[config.mk]
export PLATFORM = sky130hd
export DESIGN_NAME = cp0_core
export DESIGN_NICKNAME = d
export VERILOG_FILES = /design/src/rtl/cp0_core.sv
export SDC_FILE = /design/constraint.sdc
export NUM_CORES = 1
export LEC_CHECK = 0
export ABC_AREA = 1
export BUFFER_PORTS_ARGS = -buffer_cell sky130_fd_sc_hd__buf_4
export CAP_MARGIN = 10
export CORE_MARGIN = 10
export CORE_UTILIZATION = 35
export CTS_BUF_LIST = sky130_fd_sc_hd__clkbuf_4
export DETAILED_ROUTE_END_ITERATION = 10
export MAX_ROUTING_LAYER = met4
export PLACE_DENSITY = 0.53
export SLEW_MARGIN = 0
export SYNTH_ARGS = -nofsm -noshare
export SYNTH_HDL_FRONTEND = slang
export SYNTH_SLANG_ARGS = --single-unit
[constraint.sdc]
create_clock -name clk -period 4.66 [get_ports clk]
set_input_delay 0 -clock clk [delete_from_list [all_inputs] [get_ports clk]]
set_output_delay 0 -clock clk [all_outputs]
set_load 0.05 [all_outputs]
[src/rtl/cp0_core.sv]
// MIPS CP0 register file for the WB stage: Status/Cause/EPC/BadVAddr, a Count/Compare timer and interrupt request.
// Exception, eret and mtc0 updates commit on the clock edge; mfc0 reads are combinational from current state.
module cp0_core #(
  parameter int NUM_HW_INT = 6,
  parameter int COUNT_DIV  = 2,
  parameter int ADDR_W     = 8
) (
  input  logic                  clk,
  input  logic                  reset,
  input  logic                  wb_ex,
  input  logic                  wb_bd,
  input  logic [4:0]            wb_excode,
  input  logic [31:0]           wb_pc,
  input  logic [31:0]           wb_badvaddr,
  input  logic                  eret_flush,
  input  logic [NUM_HW_INT-1:0] ext_int_in,
  input  logic [ADDR_W-1:0]     cp0_addr,
  input  logic                  mtc0_we,
  input  logic [31:0]           cp0_wdata,
  output logic [31:0]           cp0_rdata,
  output logic [31:0]           cp0_epc,
  output logic [31:0]           cp0_status,
  output logic [31:0]           cp0_cause,
  output logic                  int_req
);

  localparam logic [ADDR_W-1:0] A_BADVADDR = ADDR_W'({5'd8,  3'd0});
  localparam logic [ADDR_W-1:0] A_COUNT    = ADDR_W'({5'd9,  3'd0});
  localparam logic [ADDR_W-1:0] A_COMPARE  = ADDR_W'({5'd11, 3'd0});
  localparam logic [ADDR_W-1:0] A_STATUS   = ADDR_W'({5'd12, 3'd0});
  localparam logic [ADDR_W-1:0] A_CAUSE    = ADDR_W'({5'd13, 3'd0});
  localparam logic [ADDR_W-1:0] A_EPC      = ADDR_W'({5'd14, 3'd0});
  localparam logic [3:0]        DIV_MAX    = 4'(COUNT_DIV - 1);

  logic [31:0] badvaddr_q, badvaddr_d, count_q, count_d;
  logic [31:0] compare_q, compare_d, epc_q, epc_d;
  logic [7:0]  im_q, im_d;
  logic        exl_q, exl_d, ie_q, ie_d, bd_q, bd_d, ti_q, ti_d;
  logic [5:0]  ip_hw_q, ip_hw_d;
  logic [1:0]  ip_sw_q, ip_sw_d;
  logic [4:0]  excode_q, excode_d;
  logic [3:0]  div_q, div_d;
  logic [7:0]  ip_val;
  logic        wr_badvaddr, wr_count, wr_compare, wr_status, wr_cause, wr_epc;

  assign wr_badvaddr = mtc0_we && (cp0_addr == A_BADVADDR);
  assign wr_count    = mtc0_we && (cp0_addr == A_COUNT);
  assign wr_compare  = mtc0_we && (cp0_addr == A_COMPARE);
  assign wr_status   = mtc0_we && (cp0_addr == A_STATUS);
  assign wr_cause    = mtc0_we && (cp0_addr == A_CAUSE);
  assign wr_epc      = mtc0_we && (cp0_addr == A_EPC);

  // Timer interrupt shares the top IP line with the last hardware interrupt.
  assign ip_val     = {ip_hw_q[5] | ti_q, ip_hw_q[4:0], ip_sw_q};
  assign cp0_status = {9'd0, 1'b1, 6'd0, im_q, 6'd0, exl_q, ie_q};
  assign cp0_cause  = {bd_q, ti_q, 14'd0, ip_val, 1'b0, excode_q, 2'b00};
  assign cp0_epc    = epc_q;
  assign int_req    = ie_q & ~exl_q & (|(ip_val & im_q));

  always_comb begin
    case (cp0_addr)
      A_BADVADDR: cp0_rdata = badvaddr_q;
      A_COUNT:    cp0_rdata = count_q;
      A_COMPARE:  cp0_rdata = compare_q;
      A_STATUS:   cp0_rdata = cp0_status;
      A_CAUSE:    cp0_rdata = cp0_cause;
      A_EPC:      cp0_rdata = epc_q;
      default:    cp0_rdata = 32'd0;
    endcase
  end

  always_comb begin
    badvaddr_d = badvaddr_q;
    count_d    = count_q;
    compare_d  = compare_q;
    epc_d      = epc_q;
    im_d       = im_q;
    exl_d      = exl_q;
    ie_d       = ie_q;
    bd_d       = bd_q;
    ti_d       = ti_q;
    ip_sw_d    = ip_sw_q;
    excode_d   = excode_q;
    div_d      = div_q;
    ip_hw_d    = 6'(ext_int_in);

    if (wr_badvaddr) badvaddr_d = cp0_wdata;
    if (wr_epc)      epc_d      = cp0_wdata;
    if (wr_compare)  compare_d  = cp0_wdata;
    if (wr_cause)    ip_sw_d    = cp0_wdata[9:8];
    if (wr_status) begin
      im_d  = cp0_wdata[15:8];
      exl_d = cp0_wdata[1];
      ie_d  = cp0_wdata[0];
    end

    if (wr_count) begin
      count_d = cp0_wdata;
      div_d   = 4'd0;
    end else if (div_q == DIV_MAX) begin
      count_d = count_q + 32'd1;
      div_d   = 4'd0;
    end else begin
      div_d = div_q + 4'd1;
    end

    if (wr_compare)                 ti_d = 1'b0;
    else if (count_q == compare_q)  ti_d = 1'b1;

    // Later assignments win: exception over eret over mtc0.
    if (eret_flush) exl_d = 1'b0;
    if (wb_ex) begin
      exl_d    = 1'b1;
      excode_d = wb_excode;
      if (!exl_q) begin
        epc_d = wb_bd ? (wb_pc - 32'd4) : wb_pc;
        bd_d  = wb_bd;
      end
      if (wb_excode == 5'd4 || wb_excode == 5'd5) badvaddr_d = wb_badvaddr;
    end
  end

  always_ff @(posedge clk) begin
    if (reset) begin
      badvaddr_q <= 32'd0;
      count_q    <= 32'd0;
      compare_q  <= 32'd0;
      epc_q      <= 32'd0;
      im_q       <= 8'd0;
      exl_q      <= 1'b0;
      ie_q       <= 1'b0;
      bd_q       <= 1'b0;
      ti_q       <= 1'b0;
      ip_hw_q    <= 6'd0;
      ip_sw_q    <= 2'd0;
      excode_q   <= 5'd0;
      div_q      <= 4'd0;
    end else begin
      badvaddr_q <= badvaddr_d;
      count_q    <= count_d;
      compare_q  <= compare_d;
      epc_q      <= epc_d;
      im_q       <= im_d;
      exl_q      <= exl_d;
      ie_q       <= ie_d;
      bd_q       <= bd_d;
      ti_q       <= ti_d;
      ip_hw_q    <= ip_hw_d;
      ip_sw_q    <= ip_sw_d;
      excode_q   <= excode_d;
      div_q      <= div_d;
    end
  end

endmodule

======== Word-level counts from Yosys, hierarchy flattened ========
Cells that the tools add are included.
storage, ports and cells
  register bits after elaboration ......... 157
  output and inout bits ................... 129
cells by class
  add/sub/neg operators ................... 3
  equal/unequal tests ..................... 10
  multiplexer cells ....................... 13
  bitwise operators ....................... 5
  reductions and logical operators ........ 13
operators with widths
  cell                                                 count
  two-way mux 32 bit                                   9
  case mux 32 bit (6 select lines)                     1
  equality test 8 x 7 -> 1 bit, second input constant  6
  adder 32 x 1 -> 32 bit, second input constant        1
  equality test 32 bit                                 1
  subtractor 32 x 3 -> 32 bit, second input constant   1
  equality test 5 x 3 -> 1 bit, second input constant  2
  bitwise AND 8 bit                                    1
  OR reduction 8 bit                                   1
  logical AND 1 bit                                    6
  adder 4 x 1 -> 4 bit, second input constant          1
  equality test 4 x 1 -> 1 bit, second input constant  1
  two-way mux 1 bit                                    3
  nonzero test 3 bit                                   1
  OR reduction 3 bit                                   1
  bitwise AND 1 bit                                    2
  AND reduction 2 bit                                  1
  nonzero test 2 bit                                   1
  OR reduction 2 bit                                   1
  logical OR 1 bit                                     1
  inverter 1 bit                                       1
  bitwise OR 1 bit                                     1

======== Logic depth before layout (Yosys ltp) ========
Gate-level depths: netlist of run 1.
  depth after elaboration ................. 5
  gate-level depth with buffers ........... 12
  gate-level depth less buffers ........... 12

======== Worst setup path after synthesis of run 1 ========
Ideal clock, no wire load.
  kind .................................... input to output
  start ................................... input cp0_addr[0]
  end ..................................... output cp0_rdata[17]
  arrival time ............................ 1.858 ns
  required time ........................... 4.660 ns
  slack ................................... 2.802 ns
  stages .................................. 6
  cells stage by stage .................... inv_1 nand2_1 nor3_4 nand2_2 clkbuf_1 o21ai_0
on the way
  word-level cells in the longest chain between the ends .. 2
  elaborated cells between the ends (all ways) .. 7
  classes of those cells .................. eq/ne (6); mux (1)
ends and longest elaborated chain
  element                             line  source
  from (decl)                         17    input logic [ADDR_W-1:0] cp0_addr,
  equality test 8 x 7 -> 1 bit        61    case (cp0_addr)
  case mux 32 bit (6 select lines) *  61
  to (decl)                           20    output logic [31:0] cp0_rdata,
Every way passes the cells marked *; elsewhere a longest branch is shown, timed or not.

======== Worst setup path in the final report of run 1 ========
  start ................................... input wb_pc[2]
  end ..................................... register epc_q[28] (netlist: cp0_epc[28])
on the way
  word-level cells in the longest chain between the ends .. 4
ends and longest elaborated chain
  element                      line  source
  from (decl)                  13    input logic [31:0] wb_pc,
  subtractor 32 x 3 -> 32 bit  116   epc_d = wb_bd ? (wb_pc - 32'd4) : wb_pc;
  two-way mux 32 bit           116
  two-way mux 32 bit           115   if (!exl_q) begin
  two-way mux 32 bit           112   if (wb_ex) begin
  to (signal assigned)         142   epc_q <= epc_d;
  to (decl)                    36    logic [31:0] compare_q, compare_d, epc_q, epc_d;
No other way between the ends.
A chain may end at the register's enable or synchronous reset.

==> impl_metrics.toml, run 1 <==
[sta]
fin_skew_ns = 0.03213
fin_crit_sh_pct = 69.56
setup_ws_ns = 1.419
setup_viol = 0
slew_headroom_pct = 29.80
finalCriticalPeriod_ns = 3.241
slew_violations = 0
rsz0062_at_grt = "false"
fin_tns_setup_ns = 0
fmax_mhz = 308.5
whs_ns = 0.03310
tightestPinTransition_ns = 1.052
hold_viol = 0

[pwr]
ir_drop_v = 0.0001126
power_density_nw_per_um2 = 217.9
p_leak_nw = 6.412

[worst_setup_path]
crit_family = "buffers and inverters"
path_class = "primary input to register"
crit_path_cell_trace = "dlygate4sd3_1, buf_4, inv_1, ha_1, nand2_1, nor2_1, nand3_1, nor2_2, nand4_1, nand2_1, dlygate4sd3_1, nand3_1, dlygate4sd3_1, nand2_1, dlygate4sd3_1, inv_1"
crit_slowest_cell = "dlygate4sd3_1"
worstPathMaxFanout = 8
worstPathRequired_ns = 5.17
cpPeakStageDelay_ns = 0.58
cp_num_buf_inv = 7
crit_top_cell = "dlygate4sd3_1"
cp.arrival_ns = 3.76
startpoint_type = "primary input"
critPathLaunch = "wb_pc[2]"
reg2reg_from = "exl_q"
cp-end-kind = "register"

[min_path]
hold_path.class = "primary input to register"
min_from = "wb_pc[3]"

[routing]
vias_per_cell = 5.023
firstDrtPassIters = 6
wl_um = 44090
routedWlPerCell_um = 18.36
via_count = 12060
drc = 0
antenna_left = 0
drt_iter0_drc = 1131

[clock_network]
clkSinkCount = 157
cts_buffer_depth = 2
clockRootBuffer = "clkbuf_4"
path_clk_slew_ns = 0.17
cts_tree = "done"
htreeDepth = 4
clock_latency_ns = 0.60
cts_made_buffers = 17
post_cts_buffers = 0

[global_route]
use_met3_pct = 2.984
grt_max_degree = 54
grt_pass1_wl_um = 66430
grt_use_met2_pct = 36.85
antenna_found_initial = 1
grt_pass1_vias = 11360
met1_usage_pct = 32.89
track_usage_pct = 24.21
grt_remaining_overflow = 0
busiest_layer = "met2"

[floorplanning]
initial_core_util_pct = 35.33
dieArea_um2 = 36090
core_area_um2 = 28630
die_w_um = 190.0
die_h_um = 190.0
io_pins = 250
placementRows = 62

[logic_synthesis]
ys_warn_count = 0
synth_top_cell_by_area = "dfxtp_1"
yosys-top-cells-count = "nand2_1 (395), inv_1 (219), o21ai_0 (167)"
muxShareOfSynthArea_pct = 0
ys.flop_type = "dfxtp_1"
synth_edf_count = 0
synth_top_family_by_area = "simple AND/OR/NAND/NOR gates"
yosysTopAreaCellShare_pct = 31.08
yosysMostFrequentCell = "nand2_1"
async_flop_share_pct = 0
yosys_register_bits = 157
synth-compound-area-share_pct = 20.13
synth.avg_cell_area_um2 = 6.118
netlist_area_um2 = 10110
synth_xor_xnor_area_share_pct = 2.511
ys_seq_area_share_pct = 31.08
synth_cells = 1653
synthTopCellsByArea = "dfxtp_1 (31%), nand2_1 (15%), o21ai_0 (8.3%)"
yosysUniqueCellTypes = 38
synth-simple-area-share_pct = 30.40
synth-adder-area-share_pct = 0.4949

[place]
dp.cells = 2172
post-place-ws_ns = 2.109
place_congestion = 0.9445
io_buffers = 210
place_hpwl_um = 33260

[cells_and_area]
finish.net_count = 2128
layout.cells.non_filler = 2401
drive_gt1_share_pct = 14.29
area_growth_pct = 37.89

[flow_run]
maxCapViolCount = 0

[status]
status = "completed"
==> worst min-delay path: stages <==
cell and delay [ns]:
buf_4 0.08, inv_1 0.05, o21ai_0 0.13, o21ai_0 0.13, o21bai_1 0.17, inv_1 0.04
==> area by class of cell <==
class,count,area [um2]
Sequential cell,157,3143
Clock inverter,15,163.9
Fill cell,3019,14680
Antenna cell,1,2.502
Timing Repair Buffer,413,3591
Inverter,231,867.1
Clock buffer,17,127.6
Tap cell,384,480.5
Multi-Input combinational cell,1183,5570
==> logic make-up after synthesis <==
group | count (synthesis)
AO/OA/AOI/OAI | 383
XOR/XNOR | 29
adder cells (fa/ha/maj) | 4
buffers and inverters | 350
flip-flops | 157
other | 2
AND/OR/NAND/NOR | 728
==> path summary, 6_finish.rpt <==
check | end | slack, ns | cells past startpoint
worst max-delay path | cp0_epc[28] | 1.42 | 16
worst min register to register | div_q[0] | 0.49 | 1
worst min-delay path | cp0_epc[3] | 0.03 | 6
worst max register to register | cp0_epc[6] | 1.91 | 9
==> layer usage <==
layer  up-vias  part of all wire, %
met5         -                    0
met4         0                  2.5
met3        63                  6.7
met2       512                   45
met1      5566                   46
li1       5920                    -
==> layout by cell type (no fill, tap or decap), types with 2 or more instances in the layout <==
master,netlist,layout
clkinv_8,0,2
or2_2,12,12
o21ai_1,31,31
conb_1,2,39
nand3_1,128,127
a211oi_1,3,3
dfxtp_1,157,157
inv_8,0,8
clkinvlp_4,0,2
clkbuf_4,0,17
o211ai_1,5,5
xor2_1,14,14
buf_4,52,217
ha_1,4,4
inv_6,0,2
nand2_1,395,395
nor3_4,2,2
xnor2_1,15,15
nand3_2,1,2
nor2_2,7,6
a21oi_1,136,136
nand4_1,19,19
nor2_1,142,142
o21ai_0,167,167
o21bai_1,27,27
o22ai_1,6,6
nor3_1,14,14
inv_1,219,218
dlygate4sd3_1,0,196
and2_1,3,3
o2111ai_1,4,4
inv_2,12,13
a31oi_1,2,2
==> where the power goes <==
group	switching (W)	leakage [nW]	internal [W]
Sequential	0.0000508	1.28	0.00139
Combinational	0.000456	4.98	0.000267
Clock	0.000627	0.154	0.000252
Total	0.00113	6.41	0.00191
==> sequential cells by signal (all words and copies together), names as in the netlist <==
register,flops
exl_q,1
ip_hw_q,6
ip_sw_q,2
compare_q,32
excode_q,5
ti_q,1
bd_q,1
div_q,4
count_q,32
im_q,8
cp0_epc,32
badvaddr_q,32
ie_q,1
==> repair_timing <==
action,in CTS,in global routing
endpoints found under the setup margin,0,0
resized for setup,0,0
hold buffers,196,0
endpoints found under the hold margin,152,0
==> per-stage QoR <==
stage / instance area [um2] / power (W) / util, %
2_1_floorplan: 10250 / 0.001840 / -
3_3_place_gp: 11690 / 0.002066 / 40.84
3_5_place_dp: 11690 / 0.002066 / 40.84
4_1_cts: 13940 / 0.003043 / 48.71
5_1_grt: 13950 / 0.003168 / 48.72
6_report: 13950 / 0.003038 / 48.72
(Power assumes the default switching activity.)
==> run 2, diff against run 1 <==
- clock period: 4.66 -> 3.3 ns (I/O delays scaled with it)
==> impl_metrics.toml, run 2 (same netlist as run 1, synthesis figures left out) <==
[status]
status = "completed"

[floorplanning]
die_h_um = 190.0
die_w_um = 190.0
core_area_um2 = 28630
initial_core_util_pct = 35.33
dieArea_um2 = 36090
placementRows = 62
io_pins = 250

[worst_setup_path]
path_class = "primary input to register"
crit_path_end = "cp0_epc[28]"
cpPeakStageDelay_ns = 0.59
worstPathRequired_ns = 3.80
rrSetupSlack_ns = 0.55
crit_slowest_cell = "dlygate4sd3_1"
startpoint_type = "primary input"
cp-end-kind = "register"
r2r-end = "cp0_epc[9]"
crit_top_cell = "dlygate4sd3_1"
path_depth = 16
crit_path_cell_trace = "dlygate4sd3_1, buf_4, inv_1, ha_1, nand2_1, nor2_2, nand3_1, nor2_4, nand4_1, nand2_1, dlygate4sd3_1, nand3_1, dlygate4sd3_1, nand2_1, dlygate4sd3_1, inv_1"
crit_family = "buffers and inverters"
ff2ff_path_depth = 7
cp.arrival_ns = 3.57
cp_num_buf_inv = 7
critPathLaunch = "wb_pc[2]"
worstPathMaxFanout = 7
reg2reg_from = "exl_q"

[cells_and_area]
multiInputGateArea_um2 = 5578
stdcell_area_um2 = 13880
finish.net_count = 2118
drive_gt1_share_pct = 14.76
final_common_cell = "nand2_1"
regArea_um2 = 3143
area_growth_pct = 37.25
fill_cells = 3025
mostFrequentLayoutCells = "nand2_1 (395), buf_4 (223), inv_1 (218), dlygate4sd3_1 (179), o21ai_0 (167)"

[sta]
slew_headroom_pct = 40.09
setup_ws_ns = 0.2303
tightestPinTransition_ns = 0.8965
whs_ns = 0.04687
fin_crit_sh_pct = 93.02
hold_viol = 0
slew_violations = 0
fmax_mhz = 325.8
rsz0062_at_grt = "false"
setup_viol = 0
fin_tns_setup_ns = 0
fin_skew_ns = 0.04315
finalCriticalPeriod_ns = 3.070

[place]
place_hpwl_um = 32970
dpl_cell_area_um2 = 11740
place_congestion = 0.9364
post-place-ws_ns = 1.007
io_buffers = 210

[global_route]
grt_pass1_wl_um = 66300
grt_max_degree = 78
antenna_found_initial = 1
grt_remaining_overflow = 0
grt_pass1_vias = 11410
track_usage_pct = 24.06

[routing]
wl_um = 43370
drc = 0
via_count = 11960
vias_per_cell = 5.004
firstDrtPassIters = 5
drt_iter0_drc = 1090
antenna_left = 0
routedWlPerCell_um = 18.14

[clock_network]
cts_buffer_depth = 2
clock_latency_ns = 0.60
cts_made_buffers = 17
htreeDepth = 4
path_clk_slew_ns = 0.17
cts_tree = "done"
clkSinkCount = 157
clockRootBuffer = "clkbuf_4"

[pwr]
p_leak_nw = 6.352
finalPower_w = 0.004327
power_density_nw_per_um2 = 311.7
ir_drop_v = 0.0001827

[min_path]
hold_path.class = "primary input to register"

[flow_run]
maxCapViolCount = 0
-- run 2: changes by cell type in the layout (fill, tap and decap cells not counted) --
cell,delta
nor2_4,+1
inv_6,+2
nor2_1,-1
buf_4,+6
buf_12,+1
clkinvlp_4,-2
inv_8,-6
clkinv_8,+6
dlygate4sd3_1,-17
-- run 2: worst min-delay path by stage --
stage	slack [ns]	from	cells after the start	to
final	0.05	cp0_addr[5]	5	count_q[9]
after global routing	0.04	cp0_addr[5]	5	count_q[9]
after CTS	0.01	cp0_addr[5]	5	count_q[9]
after detailed placement	0.21	ext_int_in[3]	3	ip_hw_q[3]
after global placement	0.20	ext_int_in[3]	3	ip_hw_q[3]
after floorplan	0.11	ext_int_in[0]	2	ip_hw_q[0]
-- run 2: stage by stage --
stage	utilization [%]	std cells
2_1_floorplan	-	1690
3_3_place_gp	41.01	2177
3_5_place_dp	41.01	2177
4_1_cts	48.40	2388
5_1_grt	48.49	2391
6_report	48.49	2391
-- run 2: area by class of cell --
class	instances	share of cell area, %
multi-input cells	1183	40.18
repair buffers	403	25.11
flip-flops and latches	157	22.64
inverters	231	6.247
well taps	384	3.461
clock inverters	15	1.415
clock buffers	17	0.9194
diodes	1	0.01803
-- run 2: where the power goes --
part | internal, W | total [W] | switching (W)
combinational | 0.000377 | 0.00102 | 0.000641
sequential | 0.00196 | 0.00203 | 0.0000682
clock | 0.000368 | 0.00128 | 0.000915
total | 0.00270 | 0.00433 | 0.00162
-- run 2: tightest hold or removal path: cells and delay by family --
kind / cells / cell delay (ns)
AO/OA/AOI/OAI: 2 / 0.22
AND/OR/NAND/NOR: 2 / 0.26
buffers and inverters: 1 / 0.11
-- run 2: what timing repair did --
action                                  in CTS  in global routing
hold buffers                               179                  0
resized for setup                            0                  2
setup buffers                                0                  2
endpoints found under the setup margin       0                  1
endpoints found under the hold margin      152                  0
-- run 2: per-layer routing --
metal / wire [um] / GRT usage [%] / part of all wire, % / vias to the layer above
li1: - / - / - / 5912
met1: 19710 / 32.59 / 45 / 5563
met2: 19610 / 36.51 / 45 / 438
met3: 3158 / 3.717 / 7.3 / 51
met4: 899 / 6.319 / 2.1 / 0
met5: 0 / - / 0 / -
